===== src/rtl/net_sched_pkg.sv =====
// Shared types and width helpers for the net_engine frame scheduler.
package net_sched_pkg;

    typedef enum logic [1:0] {
        ST_IDLE      = 2'd0,
        ST_LOAD      = 2'd1,
        ST_WAIT_DONE = 2'd2,
        ST_DRAIN     = 2'd3
    } state_t;

    localparam int FRAME_CNT_W = 16;

    function automatic int idx_w(input int n);
        return (n > 1) ? $clog2(n) : 1;
    endfunction

    function automatic int cnt_w(input int n);
        return $clog2(n + 1);
    endfunction

endpackage


===== src/rtl/net_sched_rr_arbiter.sv =====
// Combinational round-robin pick: first requester at or after last_grant+1.
module net_sched_rr_arbiter
    import net_sched_pkg::*;
#(
    parameter int C_NUM_REQ = 4
) (
    input  logic [C_NUM_REQ-1:0]        req,
    input  logic [idx_w(C_NUM_REQ)-1:0] last_grant,
    output logic                        valid,
    output logic [idx_w(C_NUM_REQ)-1:0] idx
);

    localparam int IDW = idx_w(C_NUM_REQ);

    int pos;

    // Scan farthest offset first so the nearest requester is written last.
    always_comb begin
        valid = 1'b0;
        idx   = '0;
        pos   = 0;
        for (int k = C_NUM_REQ; k >= 1; k--) begin
            pos = (int'(last_grant) + k) % C_NUM_REQ;
            if (req[IDW'(pos)]) begin
                valid = 1'b1;
                idx   = IDW'(pos);
            end
        end
    end

endmodule


===== src/rtl/net_engine_sched.sv =====
// Round-robin frame scheduler sharing one net_engine between AXIS requesters.
// Optional WAIT_DONE watchdog enabled by defining NET_SCHED_TIMEOUT_EN.
module net_engine_sched
    import net_sched_pkg::*;
#(
    parameter int C_NUM_REQ        = 4,
    parameter int C_TDATA_WIDTH    = 32,
    parameter int C_NET_CELL_COUNT = 100,
    parameter int C_TIMEOUT_CYCLES = 4096
) (
    input  logic                                 aclk,
    input  logic                                 areset,
    input  logic                                 enable,
    input  logic [C_NUM_REQ-1:0]                 s_axis_tvalid,
    input  logic [C_NUM_REQ*C_TDATA_WIDTH-1:0]   s_axis_tdata,
    output logic [C_NUM_REQ-1:0]                 s_axis_tready,
    output logic                                 eng_s_tvalid,
    output logic [C_TDATA_WIDTH-1:0]             eng_s_tdata,
    output logic                                 eng_s_tlast,
    input  logic                                 eng_s_tready,
    input  logic                                 eng_done,
    input  logic                                 eng_m_tvalid,
    input  logic [C_TDATA_WIDTH-1:0]             eng_m_tdata,
    output logic                                 eng_m_tready,
    output logic                                 m_axis_tvalid,
    output logic [C_TDATA_WIDTH-1:0]             m_axis_tdata,
    output logic                                 m_axis_tlast,
    output logic [idx_w(C_NUM_REQ)-1:0]          m_axis_tdest,
    input  logic                                 m_axis_tready,
    output logic                                 busy,
    output logic [idx_w(C_NUM_REQ)-1:0]          grant_id,
    output logic [FRAME_CNT_W-1:0]               frame_count,
    output logic                                 err_timeout
);

    localparam int IDW = idx_w(C_NUM_REQ);
    localparam int CW  = cnt_w(C_NET_CELL_COUNT);
    localparam logic [CW-1:0] LAST_WORD = CW'(C_NET_CELL_COUNT - 1);

    state_t state;
    state_t state_nx;

    logic [CW-1:0]            word_cnt;
    logic [IDW-1:0]           last_grant;
    logic                     arb_valid;
    logic [IDW-1:0]           arb_idx;
    logic                     last_word;
    logic                     in_hs;
    logic                     out_hs;
    logic                     timeout;
    logic [C_TDATA_WIDTH-1:0] req_data [C_NUM_REQ];

    for (genvar i = 0; i < C_NUM_REQ; i++) begin : g_slice
        assign req_data[i] = s_axis_tdata[i*C_TDATA_WIDTH +: C_TDATA_WIDTH];
    end

    net_sched_rr_arbiter #(
        .C_NUM_REQ (C_NUM_REQ)
    ) u_arb (
        .req        (s_axis_tvalid),
        .last_grant (last_grant),
        .valid      (arb_valid),
        .idx        (arb_idx)
    );

    assign last_word = (word_cnt == LAST_WORD);
    assign in_hs     = (state == ST_LOAD) && s_axis_tvalid[grant_id] && eng_s_tready;
    assign out_hs    = (state == ST_DRAIN) && eng_m_tvalid && m_axis_tready;
    assign busy      = (state != ST_IDLE);

`ifdef NET_SCHED_TIMEOUT_EN
    localparam int TW = cnt_w(C_TIMEOUT_CYCLES);

    logic [TW-1:0] wd_cnt;

    always_ff @(posedge aclk or posedge areset) begin
        if (areset) begin
            wd_cnt      <= '0;
            err_timeout <= 1'b0;
        end else begin
            if (state == ST_WAIT_DONE) wd_cnt <= wd_cnt + TW'(1);
            else wd_cnt <= '0;
            if (timeout) err_timeout <= 1'b1;
        end
    end

    assign timeout = (state == ST_WAIT_DONE) && !eng_done &&
                     (wd_cnt == TW'(C_TIMEOUT_CYCLES - 1));
`else
    assign timeout     = 1'b0;
    assign err_timeout = 1'b0;
`endif

    always_ff @(posedge aclk or posedge areset) begin
        if (areset) state <= ST_IDLE;
        else state <= state_nx;
    end

    always_comb begin
        state_nx = state;
        unique case (state)
            ST_IDLE:      if (enable && arb_valid) state_nx = ST_LOAD;
            ST_LOAD:      if (in_hs && last_word) state_nx = ST_WAIT_DONE;
            ST_WAIT_DONE: begin
                if (eng_done) state_nx = ST_DRAIN;
                else if (timeout) state_nx = ST_IDLE;
            end
            ST_DRAIN:     if (out_hs && last_word) state_nx = ST_IDLE;
            default:      state_nx = ST_IDLE;
        endcase
    end

    always_comb begin
        s_axis_tready = '0;
        eng_s_tvalid  = 1'b0;
        eng_s_tdata   = '0;
        eng_s_tlast   = 1'b0;
        eng_m_tready  = 1'b0;
        m_axis_tvalid = 1'b0;
        m_axis_tdata  = '0;
        m_axis_tlast  = 1'b0;
        m_axis_tdest  = '0;
        unique case (state)
            ST_LOAD: begin
                s_axis_tready[grant_id] = eng_s_tready;
                eng_s_tvalid = s_axis_tvalid[grant_id];
                eng_s_tdata  = req_data[grant_id];
                eng_s_tlast  = last_word;
            end
            ST_DRAIN: begin
                eng_m_tready  = m_axis_tready;
                m_axis_tvalid = eng_m_tvalid;
                m_axis_tdata  = eng_m_tdata;
                m_axis_tlast  = last_word;
                m_axis_tdest  = grant_id;
            end
            default: ;
        endcase
    end

    // Word counter restarts on every state change, so it indexes both phases.
    always_ff @(posedge aclk or posedge areset) begin
        if (areset) begin
            grant_id    <= '0;
            last_grant  <= IDW'(C_NUM_REQ - 1);
            word_cnt    <= '0;
            frame_count <= '0;
        end else begin
            if (state == ST_IDLE && state_nx == ST_LOAD) grant_id <= arb_idx;
            if (state != state_nx) word_cnt <= '0;
            else if (in_hs || out_hs) word_cnt <= word_cnt + CW'(1);
            if (state != ST_IDLE && state_nx == ST_IDLE) last_grant <= grant_id;
            if (state == ST_DRAIN && state_nx == ST_IDLE)
                frame_count <= frame_count + FRAME_CNT_W'(1);
        end
    end

endmodule


===== config.mk =====
export PLATFORM = sky130hd
export DESIGN_NAME = net_engine_sched
export DESIGN_NICKNAME = d
export VERILOG_FILES = /design/src/rtl/net_sched_pkg.sv /design/src/rtl/net_sched_rr_arbiter.sv /design/src/rtl/net_engine_sched.sv
export SDC_FILE = /design/constraint.sdc
export NUM_CORES = 1
export LEC_CHECK = 0
export ABC_AREA = 1
export BUFFER_PORTS_ARGS = -buffer_cell sky130_fd_sc_hd__buf_2
export CORE_AREA = 2 2 104 106
export DETAILED_ROUTE_END_ITERATION = 12
export DIE_AREA = 0 0 106 108
export SLEW_MARGIN = 25
export SYNTH_ARGS = -nofsm -noshare
export SYNTH_HDL_FRONTEND = slang
export SYNTH_HIERARCHICAL = 1
export SYNTH_SLANG_ARGS = --single-unit

===== constraint.sdc =====
create_clock -name aclk -period 4.5 [get_ports aclk]
set_clock_uncertainty 0.05 [all_clocks]
set_input_delay 0.9 -clock aclk [delete_from_list [all_inputs] [get_ports aclk]]
set_output_delay 0.9 -clock aclk [all_outputs]
set_load 0.01 [all_outputs]

==> run_results.csv <==
group,metric,value,unit
synthesis,syn_area_per_cell,6.29,µm²
grt,overflow,0,
cells_and_area,final.fill_count,1087,
synthesis,synth-seq-cells,29,
setup_path,startpoint,"grant_id[0]",
setup_path,crit_path_max_fanout,40,
clock_tree,path_clk_slew,0.06,ns
synthesis,yosys.area.top_type_share,0.226,
sta,whs,0.432,ns
grt,antenna_found_initial,0,
floorplan,start_util,0.293,
floorplan,io_pins,266,
floorplan,die_h,108,µm
placed_design,place_hpwl,9850,µm
routing,antenna_left,0,
floorplan,rows,37,
routing,post_drt_wl_per_cell,14.5,µm
setup_path,critPathCaptureType,"output pin",
outcome,status,"finished, final reports clean",
setup_path,crit-reg2reg-launch,"grant_id[1]",
power_and_ir_drop,powerDensity,363,nW/µm²
clock_tree,clk_latency,0.28,ns
synthesis,synthesis.nets,649,
synthesis,synthArstFlopShare,1.00,
setup_path,crit_type,"flip-flop to output pin",
routing,routed_wl,12400,µm
setup_path,cp.arrival,2.51,ns
routing,viasPerCell,4.91,
cells_and_area,stdcell_area,4510,µm²
setup_path,reg2reg_depth,10,
clock_tree,cts_tree,"yes",
power_and_ir_drop,p_leak,2.52,nW
routing,drtIter0Drc,332,
grt,gr-usage-met3,0.0470,
grt,grtUsageTotal,0.202,
floorplan,die_w,106,µm
synthesis,yosysWarnings,6,
grt,grt_max_degree,63,
clock_tree,cts_buffers,5,
setup_path,r2r_slack,2.13,ns
synthesis,yosysMostFrequentCell,"nand3_1",
setup_path,reg2reg_to,"grant_id[1]",
cells_and_area,synthToLayoutAreaGrowth,50.6,%
power_and_ir_drop,finalPower,1.64,mW
clock_tree,cts-root-buf,"clkbuf_8",
routing,first_pass_iters,4,
synthesis,synth_edf_count,0,
min_path,hold_class,"flip-flop to flip-flop",
clock_tree,cts_resized,0,
grt,met2_usage,0.369,
clock_tree,cts_max_level,2,
grt,top_usage_layer,"met2",
cells_and_area,diodes,0,
synthesis,synth_area_leaders,"dfrtp_1, nand3_1, nand2_1",
clock_tree,clock-sinks,29,
run,drv_cap,0,
sta,period_share,0.770,
setup_path,critPathCapture,"eng_s_tdata[23]",
synthesis,yosysTopAreaCell,"dfrtp_1",
min_path,hold_start,"frame_count[15]",
synthesis,synth-main-ff-cell,"dfrtp_1",
clock_tree,post_cts_buffers,0,
synthesis,ys_top_cells_by_count,"nand3_1, nand2_1, inv_1, nor2_1, a31oi_1",
sta,period_minus_slack,3.46,ns
sta,rsz0062_at_grt,"no",
synthesis,synth_cell_types,37,
grt,grt_pass1_wl,18800,µm
grt,grt_pass1_vias,3974,
routing,remaining_drc_errors,0,
cells_and_area,drive_gt1_frac,0.440,
routing,vias,4214,
sta,max_freq,289,MHz
sta,hold_viol,0,
synthesis,yosysSeqAreaShare,0.243,
setup_path,cp-start-kind,"flip-flop",
placed_design,place_congestion,0.922,
sta,maxSlewViolCount,0,
sta,tightestPinTransition,0.701,ns
setup_path,cp.required,3.55,ns
clock_tree,clockBufferDepth,2,
floorplan,core_area,10200,µm²
synthesis,syn_inst,476,
synthesis,netlist_area,2990,µm²
power_and_ir_drop,vdd_drop_max,0.000229,V
sta,fin_setup_tns,0,ns
clock_tree,hold_buffers,0,
floorplan,die-area,11400,µm²
placed_design,dpl_cell_area,4390,µm²
cells_and_area,fin_nets,894,
sta,slew_headroom,0.532,
placed_design,io_buffer_count,264,
sta,setup_viol,0,
grt,use_met1,0.243,
layout make-up:
type	instances	area, µm²	area share
Multi-Input combinational cell	344	1850	0.410
Tap cell	136	170	0.0377
Sequential cell	29	729	0.162
Timing Repair Buffer	270	1370	0.303
Clock inverter	2	37.5	0.00832
Clock buffer	6	82.6	0.0183
Inverter	71	273	0.0605
worst min path at each step:
| stage | cells after the start | to | slack, ns |
|---|---|---|---|
| after floorplan | 2 | last_grant[0] | 0.42 |
| after global placement | 1 | frame_count[15] | 0.42 |
| after detailed placement | 1 | frame_count[15] | 0.42 |
| after CTS | 1 | frame_count[15] | 0.43 |
| after global routing | 1 | frame_count[15] | 0.45 |
| final | 1 | frame_count[15] | 0.43 |
metal layers:
layer	routed length [µm]	share of wire
met5	0	0
met3	961	0.078
met2	6280	0.51
met1	5010	0.40
met4	148	0.012
registers in the layout, summed over array words and instances (netlist names):
register	flops
last_grant	2
word_cnt	7
state	2
frame_count	16
grant_id	2
through the flow:
step           instances  setup WS, ns   util
3_5_place_dp         850          1.32  0.429
3_3_place_gp         850          1.38  0.429
2_1_floorplan        476          2.13      -
5_1_grt              858         0.824  0.441
4_1_cts              858          1.01  0.441
6_report             858          1.04  0.441
cells by family after synthesis:
kind of cell	share of synthesized area
AOI/OAI and AO/OA	0.182
xor gates and xnor gates	0.0468
adders and majority gates	0.00836
buffers and inverters	0.141
DFF	0.243
other	0.00125
and+or+nand+nor	0.377
where the power goes:
part           internal (mW)  total (mW)  switching, mW  leakage [nW]
logic                  0.358        1.03          0.670          2.09
registers              0.288       0.324         0.0361         0.368
clock network          0.180       0.286          0.106        0.0574
total                  0.826        1.64          0.812          2.52
layout by cell type (no fill, tap or decap), types with 2 or more instances in the layout:
cell / Yosys / final
o21ai_0: 7 / 7
inv_1: 64 / 64
nor2_4: 2 / 2
inv_2: 5 / 5
dfrtp_1: 27 / 26
nand2_2: 14 / 15
a21oi_1: 5 / 5
xor2_1: 8 / 8
nand3_1: 79 / 79
nor3_1: 6 / 6
nor3_2: 3 / 3
nor2_2: 3 / 5
ha_1: 2 / 2
a31oi_1: 33 / 33
buf_2: 9 / 264
dfstp_2: 2 / 2
a22oi_1: 32 / 32
buf_4: 3 / 6
xnor2_1: 8 / 8
nor2_1: 59 / 57
clkbuf_8: 0 / 6
nand4_1: 5 / 5
nand2_1: 68 / 67
critical path, cell delays in order, from the launching register on:
cell and delay (ns):
dfrtp_1 0.32, buf_4 0.37, inv_2 0.40, nor2_2 0.20, buf_4 0.34, a22oi_1 0.12, a31oi_1 0.26, buf_2 0.20
(Power assumes the default switching activity.)
